===== src/rtl/fifo_width_down_drain_pkg.sv =====
// Shared helpers for the width-down drain: size math, ratio legality, beat slicing.
// Functions work on a fixed MAX_W container so any legal parameterisation can use them.
package fifo_width_down_drain_pkg;

    localparam int unsigned MAX_W   = 256;
    localparam int unsigned WORDS_W = 16;

    typedef enum logic {
        EMPTY   = 1'b0,
        SENDING = 1'b1
    } state_e;

    function automatic int unsigned clog2(input int unsigned v);
        int unsigned r;
        r = 0;
        for (int i = 0; i < 32; i++) begin
            if ((64'd1 << i) < 64'(v)) r = i + 1;
        end
        return r;
    endfunction

    function automatic int unsigned calc_ratio(input int unsigned in_w, input int unsigned out_w);
        return (out_w == 0) ? 0 : in_w / out_w;
    endfunction

    function automatic bit ratio_ok(input int unsigned in_w, input int unsigned out_w);
        return (out_w != 0) && (in_w <= MAX_W) && ((in_w % out_w) == 0) && ((in_w / out_w) >= 2);
    endfunction

    // Slot 0 is the least-significant slice; MSB-first walks the slots downward.
    function automatic logic [MAX_W-1:0] beat_select(
        input logic [MAX_W-1:0] word,
        input int unsigned      idx,
        input bit               msb_first,
        input int unsigned      out_w,
        input int unsigned      ratio
    );
        int unsigned      slot;
        logic [MAX_W-1:0] mask;
        slot = msb_first ? (ratio - 1 - idx) : idx;
        mask = '1;
        mask = mask >> (MAX_W - out_w);
        return (word >> (slot * out_w)) & mask;
    endfunction

endpackage


===== src/rtl/fifo_width_down_drain.sv =====
// Dequeues wide words from an upstream FIFO and enqueues them downstream as RATIO narrow beats,
// overlapping the next dequeue with the last beat so consecutive words stream without a bubble.
module fifo_width_down_drain
    import fifo_width_down_drain_pkg::*;
#(
    parameter int unsigned IN_WIDTH  = 16,
    parameter int unsigned OUT_WIDTH = 8,
    parameter bit          MSB_FIRST = 1'b1
) (
    input  logic                 CLK,
    input  logic                 RST,
    input  logic [IN_WIDTH-1:0]  src_first,
    input  logic                 src_first__RDY,
    input  logic                 src_deq__RDY,
    output logic                 src_deq__ENA,
    input  logic                 dst_enq__RDY,
    output logic                 dst_enq__ENA,
    output logic [OUT_WIDTH-1:0] dst_enq_v,
    output logic                 busy,
    output logic [WORDS_W-1:0]   words_done
);

    localparam int unsigned RATIO = calc_ratio(IN_WIDTH, OUT_WIDTH);
    localparam int unsigned IDX_W = (RATIO >= 2) ? clog2(RATIO) : 1;

    generate
        if (!ratio_ok(IN_WIDTH, OUT_WIDTH)) begin : g_bad_ratio
            $error("fifo_width_down_drain: IN_WIDTH must be an integer multiple (>=2) of OUT_WIDTH");
        end
    endgenerate

    state_e               state_q, state_d;
    logic [IN_WIDTH-1:0]  hold_q, hold_d;
    logic [IDX_W-1:0]     idx_q, idx_d;
    logic [WORDS_W-1:0]   words_done_q, words_done_d;
    logic                 valid;
    logic                 last;

    assign valid = (state_q == SENDING);

    always_ff @(posedge CLK or posedge RST) begin
        if (RST) begin
            state_q      <= EMPTY;
            hold_q       <= '0;
            idx_q        <= '0;
            words_done_q <= '0;
        end else begin
            state_q      <= state_d;
            hold_q       <= hold_d;
            idx_q        <= idx_d;
            words_done_q <= words_done_d;
        end
    end

    // Strobes are gated by RST so they drop the instant reset is asserted, not at the next edge.
    always_comb begin
        state_d      = state_q;
        hold_d       = hold_q;
        idx_d        = idx_q;
        words_done_d = words_done_q;

        dst_enq__ENA = valid & dst_enq__RDY & ~RST;
        last         = dst_enq__ENA & (idx_q == IDX_W'(RATIO - 1));
        src_deq__ENA = src_deq__RDY & src_first__RDY & (~valid | last) & ~RST;

        if (dst_enq__ENA) begin
            if (last) begin
                state_d      = EMPTY;
                idx_d        = '0;
                words_done_d = words_done_q + 16'd1;
            end else begin
                idx_d = idx_q + IDX_W'(1);
            end
        end

        // A load in the same cycle as the last beat overrides the return to EMPTY.
        if (src_deq__ENA) begin
            state_d = SENDING;
            hold_d  = src_first;
            idx_d   = '0;
        end
    end

    assign dst_enq_v  = OUT_WIDTH'(beat_select(MAX_W'(hold_q), 32'(idx_q), MSB_FIRST, OUT_WIDTH, RATIO));
    assign busy       = valid;
    assign words_done = words_done_q;

endmodule


===== config.mk =====
export PLATFORM = sky130hd
export DESIGN_NAME = fifo_width_down_drain
export DESIGN_NICKNAME = d
export VERILOG_FILES = /design/src/rtl/fifo_width_down_drain_pkg.sv /design/src/rtl/fifo_width_down_drain.sv
export SDC_FILE = /design/constraint.sdc
export NUM_CORES = 1
export LEC_CHECK = 0
export ABC_CLOCK_PERIOD_IN_PS = 1950
export CORE_MARGIN = 5
export CORE_UTILIZATION = 25
export CTS_CLUSTER_SIZE = 25
export DETAILED_ROUTE_END_ITERATION = 12
export GPL_TIMING_DRIVEN = 0
export PLACE_DENSITY = 0.52
export SLEW_MARGIN = 20
export SYNTH_ARGS = -nofsm -noshare
export SYNTH_HDL_FRONTEND = slang
export SYNTH_SLANG_ARGS = --single-unit

===== constraint.sdc =====
create_clock -name CLK -period 1.95 [get_ports CLK]
set_clock_uncertainty 0.15 [all_clocks]
set_input_delay 0.195 -clock CLK [delete_from_list [all_inputs] [get_ports CLK]]
set_output_delay 0.195 -clock CLK [all_outputs]
set_load 0.05 [all_outputs]

==> results list, run 1 <==
- After detailed routing, the average wire length per cell comes to about 15 um.
* Data arrival time at the worst-slack endpoint: around 1600 ps
* Site Rows: 28
- Antenna diode count: 0
* Status: completed
* CTS max path bufs: 2
* Layout cells sized above 1: 0.310
- Net count, final: ~190
* Die outline area: approximately 7700 sq um
- 1st-iter DRT viols: 14
- VDD sags by at most between 0.6 and 0.7 mV.
- Fmax: approximately 530 MHz
* Seq cells post-synth: 34
- In this run the tightest slew margin relative to its limit is 0.472.
- Setup repair after global routing left no endpoint under its margin.
- The number of nets handed over by synthesis was 132.
- Last weighted congestion value of the routability-driven placer: roughly 0.73
- For this configuration, the core starts out at a cell density of 0.257.
* Global-route usage over all layers: 0.0993
- TritonCTS built the clock tree.
* Cell area reported after detailed placement: roughly 2100 sq um
- Total Power: slightly above 3 mW
- Worst R2R Start: words_done[0]$_DFFE_PP0P_
- Cell leakage power: roughly 1.1 nW
- Cell area after technology mapping: between 1500 and 2000 sq um
* Number of clock buffers inserted by TritonCTS: 5
- Residual DRC count: 0
- During placement, the flow inserted port buffers numbering 47.
- Core Region: roughly 6000 sq um
* Largest stage delay on the critical path: ~520 ps
* Maximum number of pins on one net before global-route repair: 18
- Vias per std cell: roughly 4.4
- Compared with the post-synthesis result, the final layout area differs by 43.4%.
- The kind of cell with the highest combined delay along the critical path is buffers and inverters.
- Number of global-route vias before repair: between 1000 and 1500
- Filler cell count: just under 600
- The initial antenna violation count came to 0.
- Buffers and inverters on the worst path: 2
- Yosys mapped a number of flops with a built-in enable equal to 0.
- Dividing total power by cell area gives a power density of approximately 1400 nW/um^2.
- The share of synthesized area in the top cell type comes to 0.563.
- The slowest stage of the critical path belongs to the cell clkdlybuf4s50_1.
- In this run the count of I/O pins placed on the die edge is 48.
* Startpoint-to-endpoint class of the critical path: primary input to primary output
* Number of maximum-capacitance constraint violations: 0
* HPWL after detailed placement: 2500 um
- Critical Path Fanout Max: 5
- Final routed wirelength across all metal layers: 3590 um
- For this run, the register share of the synthesized area comes to 0.563.
- In this run the critical register-to-register path is captured at words_done[8]$_DFFE_PP0P_.
- Counting flops with an async set or reset pin after synthesis yields a share of 1.00.
* Post-synth top area cell: dfrtp_1
* HP Class: primary input to async pin
* Critical Path Source Type: primary input
* Number of hold-repair buffers added at the cts stage: 0
- Across all register-to-register paths, the minimum setup slack is 330 ps.
* Clock root buffer: clkbuf_8
- Clock transition time at the flip-flop clock pins of the worst setup and hold paths: about 70 ps
* Commonest cells in the synthesized netlist: 34 x dfrtp_1, 25 x mux2_2, 10 x xnor2_1, 6 x nand2_1, 6 x xor2_1
- STA puts the critical path data required time at 1600 ps.
* Slew @ Worst Pin: 788 ps
- Cell types with the largest area share after synthesis: dfrtp_1 56%, mux2_2 19%, xnor2_1 5.8%, xor2_1 3.5%, nand3_1 1.7%
* Final hold slack: approximately 290 ps
- For this run, the leading register cell type out of synthesis is dfrtp_1.
* Gate Count Post-Synth: 110
* Chip Height: approximately 88 um
- Most instantiated library cell after synthesis: dfrtp_1
- Setup violations remaining at the end of the flow were counted as 0.
- Series of cell instances along the critical path: clkdlybuf4s50_1, and3b_2, clkdlybuf4s15_1
- Clock sink total: 34
* Post-layout util: 0.368
* Total count of max-transition violations in the final report: 0
- Global routing finished with a remaining overflow of 0.
- CTS built an H-tree with a depth of 2.
- In the finished design, the share of the clock period the worst path needs comes to 0.972.
- Final min period: approximately 1900 ps
- The detail route stage leaves a number of antenna-violating nets equal to 0.
* Horizontal die dimension: slightly below 90 um
* Worst skew pair latency: 280 ps
- First-pass GRT wire length: 5760 um
- The number of cells on the worst reg-to-reg path is 5.
- Average instance area after synthesis: around 14 sq um
- Once layout is done, the placed cells without fillers occupy roughly 2200 sq um.
* Critical path endpoint category: primary output
- Synthesis warning total: 0
- DR pass1 iterations: 4
* Number of distinct standard cells referenced by the synthesized netlist: 21
- Via count: between 1000 and 1500
- The final count of hold timing violations is 0.
-- tightest hold or removal path: stages --
cell	delay, ps
clkdlybuf4s50_1	520
clkinvlp_4	130
buf_4	240
-- routing by layer --
layer,vias up,track usage,routed length [um]
met5,-,0,0
met4,0,0.0293,43
li1,500,-,-
met2,35,0.159,1750
met1,522,0.123,1530
met3,6,0.0405,270
-- through the flow --
stage | cells | worst slack, ps | TNS, ps
floorplan | 110 | 32.1 | 0
global placement | 232 | -1340 | -14760
detailed placement | 232 | -1370 | -15740
CTS | 243 | 2.11 | 0
global route | 243 | 6.95 | 0
finish | 243 | 54.2 | 0
-- cell type report --
type | count | area [sq um] | share of cell area
timing repair buffer | 49 | 458 | 0.211
timing repair inverter | 1 | 5.00 | 0.00231
buffer | 2 | 18.8 | 0.00866
tap | 75 | 93.8 | 0.0433
inverter | 2 | 11.3 | 0.00520
clock inverter | 1 | 5.00 | 0.00231
sequential | 34 | 852 | 0.393
clock buffer | 7 | 86.3 | 0.0398
multi-input combinational | 72 | 637 | 0.294
-- worst max path at each step --
stage | to | cells past startpoint | slack [ps] | start
2_1_floorplan | hold_q[0]$_DFFE_PP0P_ | 5 | 30 | RST
3_3_place_gp | src_deq__ENA | 6 | -1340 | RST
3_5_place_dp | src_deq__ENA | 6 | -1370 | RST
4_1_cts | dst_enq__ENA | 3 | 2 | RST
6_report | dst_enq__ENA | 3 | 50 | RST
5_1_grt | src_deq__ENA | 6 | 7 | RST
-- state kept, by name (all words and copies together), names as in the netlist --
name and count:
hold_q 16, words_done 16, busy 1, idx_q 1
-- cells in the final DEF, fill, tap and decap left out, drive strengths merged --
| cell type | instances |
|---|---|
| dfrtp | 34 |
| dlymetal6s2s | 6 |
| clkdlybuf4s15 | 1 |
| a21oi | 1 |
| and3 | 3 |
| nor4 | 1 |
| mux2 | 25 |
| nor3 | 2 |
| ha | 1 |
| nand3 | 5 |
| nand4 | 4 |
| nor2 | 3 |
| nand4b | 1 |
| and3b | 1 |
| and4 | 2 |
| inv | 1 |
| buf | 13 |
| xnor2 | 10 |
| clkinv | 1 |
| xor2 | 6 |
| o21ai | 1 |
| nand2 | 6 |
| clkbuf | 7 |
| clkinvlp | 2 |
| clkdlybuf4s50 | 31 |
-- where the power goes --
part	internal (mW)	total [mW]	leakage, nW	switching [mW]
registers	0.929	1.08	0.427	0.149
clock network	0.285	0.534	0.0482	0.249
logic	0.512	1.41	0.583	0.899
-- kinds of logic after synthesis --
| family | count (synthesis) | share of synthesized area |
|---|---|---|
| XOR/XNOR | 16 | 0.0927 |
| buffers and inverters | 4 | 0.0157 |
| AO/OA/AOI/OAI | 2 | 0.0141 |
| flip-flops | 34 | 0.563 |
| adder cells (fa/ha/maj) | 1 | 0.00828 |
| multiplexers | 25 | 0.186 |
| AND/OR/NAND/NOR | 28 | 0.120 |
-- repair_timing --
action                                  4_1_cts  5_1_grt
gates resized for setup                      48        7
cloned                                        1        0
buffers inserted                              2        0
endpoints found under the setup margin       28        7
(Power assumes the default switching activity.)
==> inputs of run 2 (changes only) <==
--- a/config.mk
+++ b/config.mk
@@ -7,12 +7,13 @@
 export LEC_CHECK = 0
 export ABC_CLOCK_PERIOD_IN_PS = 1950
 export CORE_MARGIN = 5
-export CORE_UTILIZATION = 25
+export CORE_UTILIZATION = 41
 export CTS_CLUSTER_SIZE = 25
 export DETAILED_ROUTE_END_ITERATION = 12
 export GPL_TIMING_DRIVEN = 0
-export PLACE_DENSITY = 0.52
+export PLACE_DENSITY = 0.77
 export SLEW_MARGIN = 20
 export SYNTH_ARGS = -nofsm -noshare
 export SYNTH_HDL_FRONTEND = slang
 export SYNTH_SLANG_ARGS = --single-unit
+export TNS_END_PERCENT = 30
==> run 2 against run 1 <==
The flow now finishes with violations (negative hold slack, negative setup slack). Global-route usage grew 4.4 points. Hold slack worse by 300 ps. Cell count fell by 11%. Non-clock buffer count up 1. Routed wire length shrank 7.3%. Design area shrank 0.58%. Sequential power about the same. First-iteration DRC count is 120% higher. Register-to-register slack worse by 40 ps. Clock-buffer cell count is the same. Core utilization is 23 points higher. Via count up 0.56%. Critical path type is now flip-flop to primary output.
==> results list, run 2 (synthesis results as in run 1) <==
* Post-layout util: 0.598 (+0.229)
* Number of maximum-capacitance constraint violations: 0 (unchanged)
* Slew @ Worst Pin: 753 ps (-35.2 ps)
- The residual DRC count was 0 (unchanged).
- Critical register-to-register path endpoint: words_done[8]$_DFFE_PP0P_
- The power density normalized to cell area was 1400 nW/um^2 (+0.43%).
* Delay-heaviest family, CP: buffers and inverters
* Top library cells by usage in the layout, fill and taps aside: 34 x dfrtp_1, 32 x clkdlybuf4s50_1, 25 x mux2_2
* Final min period: 2030 ps (+136 ps)
- Required time of the worst setup path: 1600 ps (about the same)
- Global-route usage over all layers: 0.143 (+0.0438)
- In this run the worst setup path begins at idx_q$_DFFE_PP0P_.
- The run finished, with violations left.
* Series of cell instances along the critical path: buf_4, mux2_2, dlygate4sd2_1
- Starting density of the core: 0.419 (+0.162)
- Antenna diode count: 0 (unchanged)
* Net count, final: 190 (+0.53%)
- The power spent charging and discharging nets is 1.28 mW (-1.3%).
- The maximum number of buffers from clock root to sink was 2 (unchanged).
- TritonCTS built the clock tree.
- The area taken by flip-flops and latches came to 851 sq um (-0.15%).
* Startpoint-to-endpoint class of the critical path: flip-flop to primary output
* Path depth of the worst reg2reg path: 5 (unchanged)
- The wire length of the first global-routing pass was 5680 um (-1.4%).
* Internal portion of total power: 1.74 mW (+0.70%)
* Buffers and inverters on the worst path: 2 (unchanged)
* Failing checks: negative hold slack, negative setup slack
- The site row count was 22 (-21%).
- Total area of multi-input combinational cells: 637 sq um (unchanged)
- Vias per std cell: 4.93 (+13%)
- The share of the cycle needed by the critical path after routing came to 1.04 (+0.0698).
- The average wire per standard cell was 15.3 um (+3.8%).
- # port buffers: 47 (unchanged)
* Relative slew slack: 0.495 (+0.0236)
- The sum of internal, switching and leakage power was 3.02 mW (-0.15%).
- Clock transition time at the flip-flop clock pins of the worst setup and hold paths: 70 ps (about the same)
- The root buffer cell chosen for the clock tree is clkbuf_8.
* Number of H-tree levels: 2 (unchanged)
* Die outline area: 5000 sq um (-35%)
* Worst skew pair latency: 280 ps (about the same)
* Endpoints failing setup: 5 (+5)
- The combinational share of power came to 0.470 (+0.003).
* Fmax: 492 MHz (-6.7%)
- Part of the total power dissipated in sequential elements: 0.356 (about the same)
- Maximum number of pins on one net before global-route repair: 18 (unchanged)
- The number of violations reported at the end of detailed-routing iteration 0 came to 31 (+17).
- The initial antenna violation count came to 0 (unchanged).
- HPWL after detailed placement: 2350 um (-6.3%)
* Switching share of total power: 0.424 (-0.00483)
- STA classifies the critical path endpoint as a primary output.
* Overall overflow remaining after global route: 0 (unchanged)
- The tightest min-delay check is of the primary input to async pin type.
* Horizontal die dimension: 70.7 um (-19%)
- Area growth, synth to finish: 42.5%
- Worst ir drop on vdd: 0.835 mV (+38%)
- Worst R2R Start: words_done[0]$_DFFE_PP0P_
* Most common cell after layout, fill and taps aside: dfrtp_1
- Post-DRT Antenna Nets: 0 (unchanged)
- The setup slack of the critical path after layout is -82.0 ps (-136 ps).
* Chip Height: 70.7 um (-19%)
* Filler cell count: 301 (-48%)
* Portion of total power attributed to the clock network: 0.174 (-0.003)
- Layout cells sized above 1: 0.272 (-0.0373)
* Flop2flop setup slack: 290 ps (-40 ps)
- RSZ-0062 raised after global routing: true
* Final number of hold-violating endpoints: 17 (+17)
* Clock sink total: 34 (unchanged)
* Core Region: 3610 sq um (-39%)
- The critical path depth in cells is 3 (unchanged).
- Data arrival time at the worst-slack endpoint: 1690 ps (+140 ps)
* Top-level I/O count: 48 (unchanged)
* Number of clock buffers inserted by TritonCTS: 5 (unchanged)
- The biggest cell delay along the critical path was 420 ps (-100 ps).
* Final hold slack: -10.2 ps (-304 ps)
- The final estimated routing congestion in global placement was 0.723 (-1.4%).
- The number of global-route vias before repair was 1194 (+3.7%).
- The largest fanout on the critical path was 10 (+5).
- Final routed wirelength across all metal layers: 3330 um (-7.3%)
- Master of the slowest instance on the critical path: dlygate4sd2_1
* Total count of max-transition violations in the final report: 0 (unchanged)
- DR pass1 iterations: 4 (unchanged)
- CP Capture Point: dst_enq_v[3]
* Via count: 1069 (+0.56%)
* Cell leakage power: 1.03 nW (-2.8%)
* Critical Path Source Type: flip-flop
## run 2: worst min path at each step
stage                                from                    endpoint  slack, ps  cells past startpoint
2_1_floorplan                         RST            busy$_DFFE_PP0P_        -10                      1
3_3_place_gp   words_done[15]$_DFFE_PP0P_  words_done[15]$_DFFE_PP0P_        320                      1
3_5_place_dp   words_done[15]$_DFFE_PP0P_  words_done[15]$_DFFE_PP0P_        320                      1
4_1_cts                               RST  words_done[13]$_DFFE_PP0P_        310                      3
5_1_grt                               RST      hold_q[13]$_DFFE_PP0P_         50                      2
6_report                              RST      hold_q[14]$_DFFE_PP0P_        -10                      2
## run 2: per-layer routing
metal / track usage / part of all wire / vias up
met1: 0.177 / 0.43 / 526
met5: 0 / 0 / -
met4: 0.0376 / 0.0060 / 0
li1: - / - / 506
met2: 0.238 / 0.49 / 35
met3: 0.0511 / 0.065 / 2
## run 2: power by group through the flow
stage	Clock (mW)	Combinational (mW)	Sequential, mW
5_1_grt	0.578	1.50	1.10
3_5_place_dp	0	1.53	1.09
3_3_place_gp	0	1.51	1.07
6_report	0.524	1.42	1.07
4_1_cts	0.535	1.45	1.08
2_1_floorplan	0	0.927	1.21
## run 2: timing repair
action                     in CTS  in global routing
setup endpoints to repair      28                 13
pin swaps                       0                  0
gates resized for setup        17                 11
buffers inserted                2                  0
hold buffers                    0                  1
hold endpoints to repair        0                 17
cloned                          1                  0
## run 2: cell type report
| cell class | count | share of cell area |
|---|---|---|
| Buffer | 2 | 0.00871 |
| Sequential cell | 34 | 0.395 |
| Timing Repair Buffer | 50 | 0.223 |
| Timing Repair inverter | 1 | 0.00232 |
| Inverter | 2 | 0.00523 |
| Clock buffer | 7 | 0.0401 |
| Multi-Input combinational cell | 72 | 0.296 |
| Tap cell | 48 | 0.0279 |
| Clock inverter | 1 | 0.00232 |
## run 2: worst register-to-register path, delay by kind of cell (launching register included)
family / cells / cell delay (ps)
xor+xnor: 1 / 160
flops: 1 / 400
simple gates: 3 / 660
fa+ha+maj: 1 / 190
## run 2: through the flow
step	hold slack, ps	setup TNS, ps	worst slack [ps]	cells	cell area, sq um
detailed placement	325	-14540	-1300	205	2050
finish	-10.2	-383	-82.0	217	2150
global placement	319	-13420	-1270	205	2050
floorplan	-9.93	-6.60	-6.60	110	1520
global route	52.1	-697	-144	217	2150
CTS	308	-739	-98.3	216	2140
